**config.mk**
```make
export PLATFORM = sky130hd
export DESIGN_NAME = uart_tx_arbiter
export DESIGN_NICKNAME = d
export VERILOG_FILES = /design/src/rtl/uart_pkg.sv /design/src/rtl/rr_pick.sv /design/src/rtl/uart_tx_arbiter.sv
export SDC_FILE = /design/constraint.sdc
export NUM_CORES = 1
export LEC_CHECK = 0
export BUFFER_PORTS_ARGS = -buffer_cell sky130_fd_sc_hd__buf_2
export CORE_MARGIN = 4
export CORE_UTILIZATION = 45
export DETAILED_ROUTE_END_ITERATION = 10
export PLACE_DENSITY = 0.89
export REMOVE_ABC_BUFFERS = 1
export SLEW_MARGIN = 20
export SYNTH_ARGS = -nofsm -noshare
export SYNTH_HDL_FRONTEND = slang
export SYNTH_SLANG_ARGS = --single-unit
```
**constraint.sdc**
```tcl
create_clock -name CLK -period 5.34 [get_ports CLK]
set_clock_uncertainty 0.15 [all_clocks]
set_input_delay 1.068 -clock CLK [delete_from_list [all_inputs] [get_ports CLK]]
set_output_delay 1.068 -clock CLK [all_outputs]
set_load 0.01 [all_outputs]
```
**src/rtl/uart_pkg.sv**
```systemverilog
// Shared types and helpers for the UART transmit arbiter.
package uart_pkg;

  typedef enum logic [1:0] {
    UART_ARB_IDLE       = 2'd0,
    UART_ARB_LOAD       = 2'd1,
    UART_ARB_WAIT_START = 2'd2,
    UART_ARB_WAIT_DONE  = 2'd3
  } uart_arb_state_t;

  // Width of a requester index; never narrower than one bit.
  function automatic int unsigned grant_width(input int unsigned n);
    return (n > 1) ? $clog2(n) : 1;
  endfunction

endpackage

```
**src/rtl/rr_pick.sv**
```systemverilog
// Rotate-priority encoder: first set request at or above ptr, wrapping modulo N.
module rr_pick
  import uart_pkg::*;
#(
  parameter int unsigned N     = 4,
  parameter int unsigned IDX_W = grant_width(N)
) (
  input  logic [N-1:0]     req,
  input  logic [IDX_W-1:0] ptr,
  output logic             found,
  output logic [IDX_W-1:0] idx
);

  int unsigned      c;
  logic [IDX_W-1:0] ci;

  // Scan from the farthest offset down so the nearest hit is written last.
  always_comb begin
    found = 1'b0;
    idx   = '0;
    c     = 0;
    ci    = '0;
    for (int i = N - 1; i >= 0; i--) begin
      c = int'(ptr) + i;
      if (c >= N) c = c - N;
      ci = IDX_W'(c);
      if (req[ci]) begin
        found = 1'b1;
        idx   = ci;
      end
    end
  end

endmodule

```
**src/rtl/uart_tx_arbiter.sv**
```systemverilog
// Round-robin arbiter sharing one UART transmitter between NUM_REQ byte producers.
// Optional burst lock (REQ_LOCK input) is enabled by defining UART_ARB_BURST_LOCK_EN.
module uart_tx_arbiter
  import uart_pkg::*;
#(
  parameter int unsigned NUM_REQ       = 4,
  parameter int unsigned DATAWIDTH     = 3,
  parameter int unsigned START_TIMEOUT = 4
) (
  input  logic                                 CLK,
  input  logic                                 RST_SYN,
  input  logic [NUM_REQ-1:0]                   REQ_VALID,
  input  logic [NUM_REQ*(2**DATAWIDTH)-1:0]    REQ_DATA,
  input  logic [NUM_REQ-1:0]                   REQ_PAR_EN,
  input  logic [NUM_REQ-1:0]                   REQ_PAR_TYP,
`ifdef UART_ARB_BURST_LOCK_EN
  input  logic [NUM_REQ-1:0]                   REQ_LOCK,
`endif
  output logic [NUM_REQ-1:0]                   REQ_ACK,
  input  logic                                 TX_BUSY,
  output logic [(2**DATAWIDTH)-1:0]            TX_P_DATA,
  output logic                                 TX_DATA_VALID,
  output logic                                 TX_PAR_EN,
  output logic                                 TX_PAR_TYP,
  output logic [grant_width(NUM_REQ)-1:0]      GRANT_ID,
  output logic                                 ARB_BUSY,
  output logic                                 START_ERR
);

  localparam int unsigned W  = 2 ** DATAWIDTH;
  localparam int unsigned GW = grant_width(NUM_REQ);
  localparam int unsigned CW = $clog2(START_TIMEOUT + 1);

  uart_arb_state_t state_q, state_d;
  logic [GW-1:0]      rr_ptr_q, rr_ptr_d, grant_q, grant_d, next_ptr;
  logic [CW-1:0]      cnt_q, cnt_d;
  logic [W-1:0]       data_q, data_d;
  logic               par_en_q, par_en_d, par_typ_q, par_typ_d;
  logic               dv_q, dv_d, err_q, err_d, arb_busy_q;
  logic [NUM_REQ-1:0] ack_q, ack_d;
  logic               pick_found, keep_lock;
  logic [GW-1:0]      pick_idx;

  rr_pick #(
    .N     (NUM_REQ),
    .IDX_W (GW)
  ) u_pick (
    .req   (REQ_VALID),
    .ptr   (rr_ptr_q),
    .found (pick_found),
    .idx   (pick_idx)
  );

  assign next_ptr = (grant_q == GW'(NUM_REQ - 1)) ? '0 : grant_q + GW'(1);

`ifdef UART_ARB_BURST_LOCK_EN
  assign keep_lock = REQ_LOCK[grant_q] & REQ_VALID[grant_q];
`else
  assign keep_lock = 1'b0;
`endif

  always_comb begin
    state_d   = state_q;
    rr_ptr_d  = rr_ptr_q;
    grant_d   = grant_q;
    cnt_d     = cnt_q;
    data_d    = data_q;
    par_en_d  = par_en_q;
    par_typ_d = par_typ_q;
    dv_d      = 1'b0;
    err_d     = 1'b0;
    ack_d     = '0;
    unique case (state_q)
      UART_ARB_IDLE: begin
        if (pick_found && !TX_BUSY) begin
          grant_d         = pick_idx;
          data_d          = REQ_DATA[int'(pick_idx)*W +: W];
          par_en_d        = REQ_PAR_EN[pick_idx];
          par_typ_d       = REQ_PAR_TYP[pick_idx];
          dv_d            = 1'b1;
          ack_d[pick_idx] = 1'b1;
          state_d         = UART_ARB_LOAD;
        end
      end
      UART_ARB_LOAD: begin
        cnt_d   = '0;
        state_d = UART_ARB_WAIT_START;
      end
      UART_ARB_WAIT_START: begin
        if (TX_BUSY) begin
          state_d = UART_ARB_WAIT_DONE;
        end else if (cnt_q == CW'(START_TIMEOUT - 1)) begin
          // Byte was already acknowledged, so it is dropped rather than retried.
          cnt_d    = cnt_q + CW'(1);
          err_d    = 1'b1;
          rr_ptr_d = next_ptr;
          state_d  = UART_ARB_IDLE;
        end else begin
          cnt_d = cnt_q + CW'(1);
        end
      end
      UART_ARB_WAIT_DONE: begin
        if (!TX_BUSY) begin
          rr_ptr_d = keep_lock ? grant_q : next_ptr;
          state_d  = UART_ARB_IDLE;
        end
      end
      default: state_d = UART_ARB_IDLE;
    endcase
  end

  always_ff @(posedge CLK) begin
    if (RST_SYN) begin
      state_q    <= UART_ARB_IDLE;
      rr_ptr_q   <= '0;
      grant_q    <= '0;
      cnt_q      <= '0;
      data_q     <= '0;
      par_en_q   <= 1'b0;
      par_typ_q  <= 1'b0;
      dv_q       <= 1'b0;
      err_q      <= 1'b0;
      ack_q      <= '0;
      arb_busy_q <= 1'b0;
    end else begin
      state_q    <= state_d;
      rr_ptr_q   <= rr_ptr_d;
      grant_q    <= grant_d;
      cnt_q      <= cnt_d;
      data_q     <= data_d;
      par_en_q   <= par_en_d;
      par_typ_q  <= par_typ_d;
      dv_q       <= dv_d;
      err_q      <= err_d;
      ack_q      <= ack_d;
      arb_busy_q <= (state_d != UART_ARB_IDLE);
    end
  end

  assign REQ_ACK       = ack_q;
  assign TX_P_DATA     = data_q;
  assign TX_DATA_VALID = dv_q;
  assign TX_PAR_EN     = par_en_q;
  assign TX_PAR_TYP    = par_typ_q;
  assign GRANT_ID      = grant_q;
  assign ARB_BUSY      = arb_busy_q;
  assign START_ERR     = err_q;

endmodule

```
==> qor.csv, run 1 <==
stage,metric,value,unit
status,status,"finished, final reports clean",
synth,"Seq/Total Area, Yosys",39.1,%
clock_tree,H-tree depth,1,
worst_setup_path,Reg2Reg Depth,4,
power,NetSw,111,uW
job,Max Cap Viol,0,
worst_setup_path,crit path capture type,flip-flop,
clock_tree,Sink Count,26,
worst_setup_path,worst-path fanout max,10,
synth,async set or reset register ratio after synthesis,0,%
synth,#FFs+latches synth,26,
synth,"Cell Area, Synth",1330,sq um
global_routing,initial antenna violation count,0,
power,sequential power share,49.4,%
worst_setup_path,FF-to-FF End,TX_PAR_EN$_SDFFE_PP0P_,
final_layout,nets@finish,246,
power,worst vdd ir,0.161,mV
final_layout,layout cell share with drive strength beyond 1,43.1,%
hold_path,Hold Crit Depth,2,
final_layout,Fillers,248,
floorplan,die footprint,3890,sq um
detailed_routing,Detailed Route WL,2980,microns
final_layout,Ant. Diodes,0,
timing,RSZ-0062 raised after global routing,false,
detailed_routing,antenna-violating nets left,0,
floorplan,Site Rows,19,
power,combinational group share of total power,20.1,%
final_layout,Area Overhead vs Synth,27.3,%
worst_setup_path,crit-path cells,buf_2 -> nor2_1 -> a211o_2 -> nor2b_1 -> nand2_1 -> o221ai_2,
synth,yosys warns,0,
detailed_routing,routed wire length per instance,13.2,microns
detailed_routing,via/cell ratio,5.24,
synth,Yosys top cell area share,39.1,%
worst_setup_path,CP startpoint kind,input port,
worst_setup_path,reg-to-reg startpoint,state_q[0]$_SDFF_PP0_,
hold_path,Hold Path Sink,TX_P_DATA[7]$_SDFFE_PP0P_,
worst_setup_path,required time worst endpoint,5440,ps
timing,Final period util,46.5,%
detailed_routing,initial drt markers,78,
clock_tree,Clock Latency Late Sink,320,ps
clock_tree,TritonCTS clock tree,done,
timing,minimum clock period,2480,ps
power,PwrDens,258,nW/um^2
hold_path,hold wc startpoint,TX_P_DATA[7]$_SDFFE_PP0P_,
global_routing,number of global-route vias before repair,1179,
global_routing,Congestion Overflow GR,0,
detailed_routing,iteration count of the initial detailed-routing pass,4,
timing,Worst Max-Slew Pin Slew,785,ps
timing,Post-Route Setup TNS,0,ps
floorplan,die width,62.4,microns
floorplan,Die Y,62.4,microns
synth,Cells after Synth,134,
placement,Detail Placement HPWL,2320,microns
detailed_routing,final routed DRC violation total,0,
clock_tree,clock root buffer,clkbuf_4,
synth,"Avg Cell Area, Syn",9.93,sq um
synth,distinct cell type count after synthesis,28,
worst_setup_path,crit path max-delay cell type,nor2b_1,
worst_setup_path,flop-to-flop setup slack,3340,ps
clock_tree,cts hold-fix bufs,0,
worst_setup_path,max incr delay on CP,650,ps
global_routing,total track usage,15.1,%
synth,"Primary FF master, synth",dfxtp_1,
clock_tree,CTS buffer count,3,
power,switching part of the total,25.4,%
power,internal power,326,uW
hold_path,path type of the worst min-delay path,reg2reg,
worst_setup_path,Critical Path AT,2580,ps
clock_tree,Max Root-Sink Buffers,2,
clock_tree,post-CTS resize count,0,
floorplan,I/O Pins,66,
power,Pleak,0.790,nW
synth,main area contributors after synthesis,"dfxtp_1, mux2i_1, o221ai_2",
placement,port bufs,65,
clock_tree,"Setup Fix Bufs, Post-CTS",0,
detailed_routing,overall via count from detail_route,1185,
final_layout,final core utilization,60.9,%
floorplan,initial core utilization,47.8,%
floorplan,area of the core,2780,sq um
timing,Slew Limit Fails,0,
synth,Synth area leader,dfxtp_1,
timing,Relative slew margins,47.6,%
global_routing,largest net degree at the start of global routing,25,
power,clock share of power,30.5,%
global_routing,first-pass GRT wire length,4990,microns
synth,Post-synth EDFFs,0,
timing,fmax,403,MHz
worst_setup_path,crit path kind,in2reg,
timing,Fin. Hold Viols,0,
clock_tree,clk slew on worst S/H paths,140,ps
placement,GPL Wtd Cong,0.756,
timing,final setup violation count,0,
-- layout by cell type (no fill, tap or decap), drive strengths merged, types with 4 or more instances in the layout --
cell type / synthesis / final
buf: 6 / 65
dfxtp: 26 / 26
mux2i: 24 / 24
nand2: 16 / 16
nor2: 15 / 15
o221ai: 10 / 10
inv: 6 / 6
a21oi: 4 / 4
-- state kept, by name, summed over array words and instances (netlist names) --
register / count
TX_P_DATA: 8
ARB_BUSY: 1
START_ERR: 1
state_q: 2
TX_PAR_EN: 1
rr_ptr_q: 2
REQ_ACK: 4
cnt_q: 3
TX_DATA_VALID: 1
GRANT_ID: 2
TX_PAR_TYP: 1
-- power by group through the flow --
stage	clock network, mW	registers [mW]	logic (mW)
finish	0.133	0.216	0.0879
global route	0.144	0.218	0.0967
CTS	0.136	0.216	0.0893
detailed placement	0	0.220	0.0889
global placement	0	0.220	0.0871
floorplan	0	0.224	0.0463
-- kinds of logic after synthesis --
logic type | share of synthesized area [%]
and+or+nand+nor | 13.2
AOI/OAI and AO/OA | 21.0
DFF | 39.1
muxes | 18.1
buffers and inverters | 5.83
adders and majority gates | 2.82
-- critical path: cells and delay by family --
family | cells | cell delay [ps]
AND/OR/NAND/NOR | 3 | 1060
buffers and inverters | 1 | 110
AO/OA/AOI/OAI | 2 | 330
-- metrics by stage --
step	power [mW]	cell area (sq um)	hold WS, ps	std cells	setup slack, ps
finish	0.437	1690	334	226	2860
global route	0.459	1690	358	226	2750
CTS	0.441	1690	335	226	2830
detailed placement	0.308	1640	292	222	2490
global placement	0.307	1640	302	222	2150
floorplan	0.271	1270	342	126	2480
-- cell type report --
| cell class | instances | area, sq um | area share [%] |
|---|---|---|---|
| clock inverters | 1 | 30.0 | 1.77 |
| clock buffers | 3 | 22.5 | 1.33 |
| well taps | 31 | 38.8 | 2.29 |
| repair buffers | 65 | 325 | 19.2 |
| flip-flops and latches | 26 | 520 | 30.7 |
| inverters | 6 | 22.5 | 1.33 |
| multi-input cells | 94 | 733 | 43.3 |
-- worst max-delay path by stage --
stage | start | endpoint | slack [ps]
after floorplan | REQ_VALID[0] | TX_P_DATA[0]$_SDFFE_PP0P_ | 2480
after global placement | REQ_VALID[0] | TX_P_DATA[0]$_SDFFE_PP0P_ | 2150
after detailed placement | REQ_VALID[3] | TX_P_DATA[3]$_SDFFE_PP0P_ | 2490
after CTS | REQ_VALID[3] | TX_P_DATA[3]$_SDFFE_PP0P_ | 2830
after global routing | REQ_VALID[0] | TX_P_DATA[2]$_SDFFE_PP0P_ | 2750
final | REQ_VALID[3] | TX_P_DATA[3]$_SDFFE_PP0P_ | 2860
-- synthesized netlist by cell type, types with 2 or more instances --
master,instances
ha_1,3
a21oi_1,4
nor3_1,2
o21ai_0,3
inv_1,6
o221ai_2,9
nand2_1,16
a22oi_1,3
clkbuf_1,2
buf_4,2
buf_6,2
dfxtp_1,26
mux2i_1,24
nor2_1,15
buf_2,2
nor2b_1,2
nand2b_1,2
-- metal layers --
metal | vias up | wire length (microns) | track usage, %
met5 | - | 0 | 0
met4 | 0 | 21 | 3.98
met3 | 4 | 232 | 2.88
met2 | 49 | 1480 | 27.2
met1 | 529 | 1240 | 18.1
li1 | 603 | - | -
Note: power is estimated with default switching activity, not from simulation.
==> run 2: changes to the inputs <==
--- a/config.mk
+++ b/config.mk
@@ -5,11 +5,12 @@
 export SDC_FILE = /design/constraint.sdc
 export NUM_CORES = 1
 export LEC_CHECK = 0
+export ABC_AREA = 1
 export BUFFER_PORTS_ARGS = -buffer_cell sky130_fd_sc_hd__buf_2
 export CORE_MARGIN = 4
-export CORE_UTILIZATION = 45
+export CORE_UTILIZATION = 42
 export DETAILED_ROUTE_END_ITERATION = 10
-export PLACE_DENSITY = 0.89
+export PLACE_DENSITY = 0.85
 export REMOVE_ABC_BUFFERS = 1
 export SLEW_MARGIN = 20
 export SYNTH_ARGS = -nofsm -noshare
==> constraint.sdc (replaced) <==
create_clock -name CLK -period 2 [get_ports CLK]
set_clock_uncertainty 0.15 [all_clocks]
set_input_delay 0.4 -clock CLK [delete_from_list [all_inputs] [get_ports CLK]]
set_output_delay 0.4 -clock CLK [all_outputs]
set_load 0.01 [all_outputs]
==> run 2 against run 1 <==
Critical path depth increased by 7. Combinational power increased to 4.7 times the previous value. Synthesized cell count increased by 69%. Total power increased to 3.1 times the previous value. Wire length increased by 40%. Setup slack got worse by 2800 ps. Worst hold slack got worse by 150 ps. Global-route usage increased by 2.7 points. Via count increased by 49%. Critical path type is now reg2reg. Utilization decreased by 0.69 points. Register-to-register slack got worse by 3200 ps. Sequential power increased to 2.7 times the previous value.
==> qor.csv, run 2 <==
stage,metric,value,unit
hold_path,Hold Crit Depth,2,
global_routing,initial antenna violation count,0,
synth,distinct cell type count after synthesis,24,
synth,cell with the most instances after synthesis,nand2_1,
synth,Post-synth EDFFs,0,
synth,"Seq/Total Area, Yosys",35.0,%
final_layout,cell area after layout,2040,sq um
final_layout,Area Overhead vs Synth,37.0,%
worst_setup_path,flop-to-flop setup slack,100,ps
synth,#FFs+latches synth,26,
detailed_routing,antenna-violating nets left,0,
timing,Min Hold Slack,187,ps
global_routing,number of global-route vias before repair,1502,
synth,main area contributors after synthesis,"dfxtp_1, nand3_1, nand2_1",
synth,async set or reset register ratio after synthesis,0,%
detailed_routing,initial drt markers,68,
global_routing,first-pass GRT wire length,6270,microns
placement,Placed Area,1890,sq um
final_layout,final non-filler cell total,346,
detailed_routing,Detailed Route WL,4160,microns
worst_setup_path,Reg2Reg Depth,13,
final_layout,final core utilization,60.2,%
placement,port bufs,65,
final_layout,most frequent cells in the layout,"buf_2, nand2_1, nand3_1",
clock_tree,Clock Latency Late Sink,330,ps
worst_setup_path,required time worst endpoint,2100,ps
timing,Relative slew margins,73.5,%
floorplan,Die Y,67.5,microns
hold_path,hold wc startpoint,RST_SYN,
synth,most instantiated cells after synthesis,"nand2_1, nand3_1, nor2_1",
power,worst vdd ir,0.625,mV
final_layout,Ant. Diodes,0,
detailed_routing,overall via count from detail_route,1770,
timing,minimum clock period,1900,ps
synth,Synth area leader,dfxtp_1,
timing,Post-Route Setup TNS,0,ps
detailed_routing,routed wire length per instance,12.0,microns
clock_tree,clock root buffer,clkbuf_4,
final_layout,"most common cell after layout, fill and taps aside",buf_2,
timing,Slew Limit Fails,0,
clock_tree,H-tree depth,1,
timing,Worst Max-Slew Pin Slew,397,ps
job,Max Cap Viol,0,
timing,Fin. Hold Viols,0,
placement,placed cell count,336,
timing,fmax,525,MHz
global_routing,total track usage,17.8,%
detailed_routing,final routed DRC violation total,0,
clock_tree,CTS buffer count,3,
worst_setup_path,worst-path fanout max,13,
clock_tree,clk slew on worst S/H paths,150,ps
clock_tree,TritonCTS clock tree,done,
clock_tree,Max Root-Sink Buffers,2,
global_routing,Congestion Overflow GR,0,
worst_setup_path,Crit. Startpoint,rr_ptr_q[0]$_SDFFE_PP0P_,
synth,Yosys top cell area share,35.0,%
worst_setup_path,Critical Path AT,2000,ps
final_layout,max reg flops,8,
timing,Final period util,95.2,%
placement,GPL Wtd Cong,0.872,
clock_tree,cts hold-fix bufs,0,
detailed_routing,iteration count of the initial detailed-routing pass,4,
worst_setup_path,crit path capture type,flip-flop,
global_routing,largest net degree at the start of global routing,16,
power,Pleak,1.03,nW
hold_path,Hold Path Sink,cnt_q[1]$_SDFFE_PP0P_,
floorplan,I/O Pins,66,
detailed_routing,via/cell ratio,5.12,
synth,"Primary FF master, synth",dfxtp_1,
placement,Detail Placement HPWL,3060,microns
synth,yosys warns,0,
worst_setup_path,reg-to-reg startpoint,rr_ptr_q[0]$_SDFFE_PP0P_,
floorplan,die width,67.5,microns
timing,final setup violation count,0,
clock_tree,Sink Count,26,
worst_setup_path,CP startpoint kind,flip-flop,
final_layout,layout cell share with drive strength beyond 1,35.0,%
hold_path,path type of the worst min-delay path,in2reg,
worst_setup_path,crit path kind,reg2reg,
floorplan,die footprint,4560,sq um
floorplan,Site Rows,21,
power,PwrDens,668,nW/um^2
floorplan,initial core utilization,43.9,%
worst_setup_path,FF-to-FF End,TX_PAR_EN$_SDFFE_PP0P_,
synth,"Avg Cell Area, Syn",6.59,sq um
status,status,"finished, final reports clean",
floorplan,area of the core,3390,sq um
final_layout,nets@finish,351,
synth,Cells after Synth,226,
synth,"Cell Area, Synth",1490,sq um
## run 2: cell count changes after synthesis, sizes merged, moves of 13 or more
| cell | delta |
|---|---|
| nand4 | +14 |
| inv | +14 |
| o21ai | +13 |
| nor2 | +17 |
| nand2 | +34 |
| nand3 | +38 |
| mux2i | -24 |
## run 2: critical path: stages, from the launching register on
cell and delay, ps:
dfxtp_2 360, buf_4 140, nand2_1 50, nand2_1 100, nand3_1 100, nand3_1 140
nand2_1 80, nand2_2 130, nand2_8 100, buf_6 160, nand3_1 60, nand3_1 80
nor2_1 120, nor2_1 50
## run 2: through the flow
step | power, mW | worst slack, ps
6_report | 1.36 | 96.5
5_1_grt | 1.44 | -80.2
4_1_cts | 1.33 | 56.1
3_5_place_dp | 0.964 | 61.5
3_3_place_gp | 0.958 | 113
2_1_floorplan | 0.810 | 124
## run 2: layout make-up
| class | count | area [sq um] |
|---|---|---|
| fill | 331 | 1350 |
| clock inverter | 1 | 30.0 |
| multi-input combinational | 169 | 875 |
| inverter | 20 | 75.1 |
| clock buffer | 3 | 22.5 |
| tap | 46 | 57.6 |
| timing repair buffer | 81 | 457 |
| sequential | 26 | 523 |
## run 2: cells by family after synthesis
group / after synthesis / synth area share (%)
AO/OA/AOI/OAI: 26 / 9.83
adder cells (fa/ha/maj): 3 / 2.52
buffers and inverters: 31 / 9.08
flip-flops: 26 / 35.0
AND/OR/NAND/NOR: 140 / 43.6
## run 2: per-layer routing
layer	GRT usage, %	vias to the layer above	share of wire [%]
met4	5.57	0	1.5
met1	21.1	803	42
met3	5.16	8	7.0
met5	0	-	0
li1	-	905	-
met2	30.7	54	50
## run 2: how the worst max path moves through the flow
stage                           endpoint  slack (ps)  depth (start not counted)
2_1_floorplan    TX_PAR_TYP$_SDFFE_PP0P_         120                         13
3_3_place_gp   TX_P_DATA[1]$_SDFFE_PP0P_         110                         14
3_5_place_dp   TX_P_DATA[6]$_SDFFE_PP0P_          60                         14
4_1_cts        TX_P_DATA[4]$_SDFFE_PP0P_          60                         14
5_1_grt        TX_P_DATA[2]$_SDFFE_PP0P_         -80                         12
6_report          TX_PAR_EN$_SDFFE_PP0P_         100                         13
## run 2: what timing repair did
action / 4_1_cts / 5_1_grt
setup buffers: 0 / 6
gates resized for setup: 0 / 13
endpoints found under the hold margin: 0 / 0
endpoints found under the setup margin: 0 / 13
## run 2: report_power, final
part | internal [mW] | switching, mW | leakage, nW | total, mW
Sequential | 0.561 | 0.0228 | 0.214 | 0.584
Combinational | 0.180 | 0.231 | 0.786 | 0.411
Clock | 0.203 | 0.165 | 0.0279 | 0.368
Total | 0.944 | 0.419 | 1.03 | 1.36
==> run 3: changes to the inputs <==
--- a/config.mk
+++ b/config.mk
@@ -5,12 +5,11 @@
 export SDC_FILE = /design/constraint.sdc
 export NUM_CORES = 1
 export LEC_CHECK = 0
-export ABC_AREA = 1
 export BUFFER_PORTS_ARGS = -buffer_cell sky130_fd_sc_hd__buf_2
 export CORE_MARGIN = 4
-export CORE_UTILIZATION = 42
+export CORE_UTILIZATION = 41
 export DETAILED_ROUTE_END_ITERATION = 10
-export PLACE_DENSITY = 0.85
+export PLACE_DENSITY = 0.86
 export REMOVE_ABC_BUFFERS = 1
 export SLEW_MARGIN = 20
 export SYNTH_ARGS = -nofsm -noshare
==> run 3 against run 2 <==
Setup slack improved by 56 ps. Utilization decreased by 3.3 points. Register-to-register slack improved by 60 ps.
==> qor.csv, run 3 (synthesis results as in run 1) <==
stage,metric,value,unit
status,status,"finished, final reports clean",
detailed_routing,final routed DRC violation total,0,
clock_tree,H-tree depth,1,
detailed_routing,antenna-violating nets left,0,
timing,Fin. Hold Viols,0,
final_layout,Register Area,520,sq um
floorplan,initial core utilization,43.2,%
timing,Worst Max-Slew Pin Slew,706,ps
power,Tot Pwr,1.09,mW
global_routing,largest net degree at the start of global routing,25,
floorplan,I/O Pins,66,
worst_setup_path,crit path capture type,flip-flop,
floorplan,Site Rows,20,
timing,Relative slew margins,52.9,%
worst_setup_path,worst-path fanout max,10,
placement,port bufs,65,
power,Pleak,0.818,nW
clock_tree,Sink Count,26,
global_routing,GR Util met3,3.64,%
worst_setup_path,required time worst endpoint,2100,ps
clock_tree,clk slew on worst S/H paths,150,ps
global_routing,initial antenna violation count,0,
detailed_routing,Detailed Route WL,2920,microns
floorplan,die width,65.0,microns
power,sequential power share,52.8,%
global_routing,Congestion Overflow GR,0,
global_routing,total track usage,14.8,%
final_layout,max reg flops,8,
worst_setup_path,CP startpoint kind,flip-flop,
power,NetSw,298,uW
clock_tree,cts hold-fix bufs,0,
floorplan,die footprint,4220,sq um
power,worst vdd ir,0.272,mV
timing,final setup violation count,0,
hold_path,path type of the worst min-delay path,in2reg,
global_routing,number of global-route vias before repair,1209,
worst_setup_path,Critical Path AT,1950,ps
clock_tree,TritonCTS clock tree,done,
clock_tree,"Setup Fix Bufs, Post-CTS",0,
floorplan,Die Y,65.0,microns
final_layout,"most common cell after layout, fill and taps aside",buf_2,
placement,Detail Placement HPWL,2400,microns
timing,Slew Limit Fails,0,
clock_tree,CTS buffer count,3,
final_layout,Area Overhead vs Synth,31.5,%
power,PwrDens,623,nW/um^2
global_routing,first-pass GRT wire length,4960,microns
detailed_routing,overall via count from detail_route,1186,
final_layout,Ant. Diodes,0,
global_routing,GR Util met1,19.0,%
placement,GPL Wtd Cong,0.841,
timing,Final period util,92.4,%
final_layout,most frequent cells in the layout,"buf_2, dfxtp_1, mux2i_1",
worst_setup_path,crit path kind,reg2reg,
detailed_routing,iteration count of the initial detailed-routing pass,4,
timing,minimum clock period,1850,ps
power,combinational group share of total power,23.1,%
timing,RSZ-0062 raised after global routing,false,
floorplan,area of the core,3080,sq um
final_layout,nets@finish,252,
timing,fmax,541,MHz
power,internal power,791,uW
power,switching part of the total,27.4,%
clock_tree,post-CTS resize count,0,
clock_tree,clock root buffer,clkbuf_4,
detailed_routing,initial drt markers,42,
clock_tree,Clock Latency Late Sink,310,ps
clock_tree,Max Root-Sink Buffers,2,
detailed_routing,routed wire length per instance,11.9,microns
power,clock share of power,24.0,%
final_layout,Fillers,269,
placement,Setup WS pre-CTS,18.2,ps
global_routing,met2 usage,24.9,%
timing,final worst setup slack,152,ps
final_layout,area taken by multi-input logic gates,732,sq um
detailed_routing,via/cell ratio,4.84,
job,Max Cap Viol,0,
final_layout,layout cell share with drive strength beyond 1,44.3,%
global_routing,most used routing layer in global routing,met2,
-- run 3: cell type report --
| class | count | area share, % |
|---|---|---|
| sequential | 26 | 29.8 |
| timing repair buffer | 71 | 21.9 |
| tap | 44 | 3.15 |
| clock buffer | 4 | 2.07 |
| multi-input combinational | 94 | 41.8 |
| inverter | 6 | 1.29 |
-- run 3: critical path, cell delays in order (launching register included) --
cell	delay, ps
dfxtp_1	480
or2_4	210
a211o_2	120
nor2b_1	570
nand2_1	160
o221ai_2	90
-- run 3: final timing paths --
check	to	slack, ps	cells past startpoint	startpoint
worst max-delay path	TX_P_DATA[0]$_SDFFE_PP0P_	150	5	state_q[0]$_SDFF_PP0_
worst min-delay path	state_q[0]$_SDFF_PP0_	200	3	TX_BUSY
worst max register to register	TX_P_DATA[0]$_SDFFE_PP0P_	150	5	state_q[0]$_SDFF_PP0_
worst min register to register	TX_PAR_TYP$_SDFFE_PP0P_	330	2	TX_PAR_TYP$_SDFFE_PP0P_
-- run 3: per-layer routing --
layer	share of wire, %	up-vias
li1	-	611
met1	45	521
met2	45	52
met3	8.8	2
met4	0.79	0
met5	0	-
-- run 3: power groups by stage --
stage	logic, mW	registers [mW]	clock network (mW)
3_5_place_dp	0.256	0.585	0
2_1_floorplan	0.124	0.599	0
3_3_place_gp	0.250	0.586	0
5_1_grt	0.279	0.579	0.287
4_1_cts	0.255	0.575	0.265
6_report	0.252	0.575	0.262
-- run 3: per-stage QoR --
stage          cells  area [sq um]  setup TNS [ps]  hold slack (ps)  utilization, %
2_1_floorplan    126          1270           -1830              322               -
3_5_place_dp     241          1710               0              296            55.7
3_3_place_gp     241          1710               0              296            55.7
6_report         245          1750               0              196            56.8
4_1_cts          245          1750               0              195            56.8
5_1_grt          245          1750               0              192            56.8
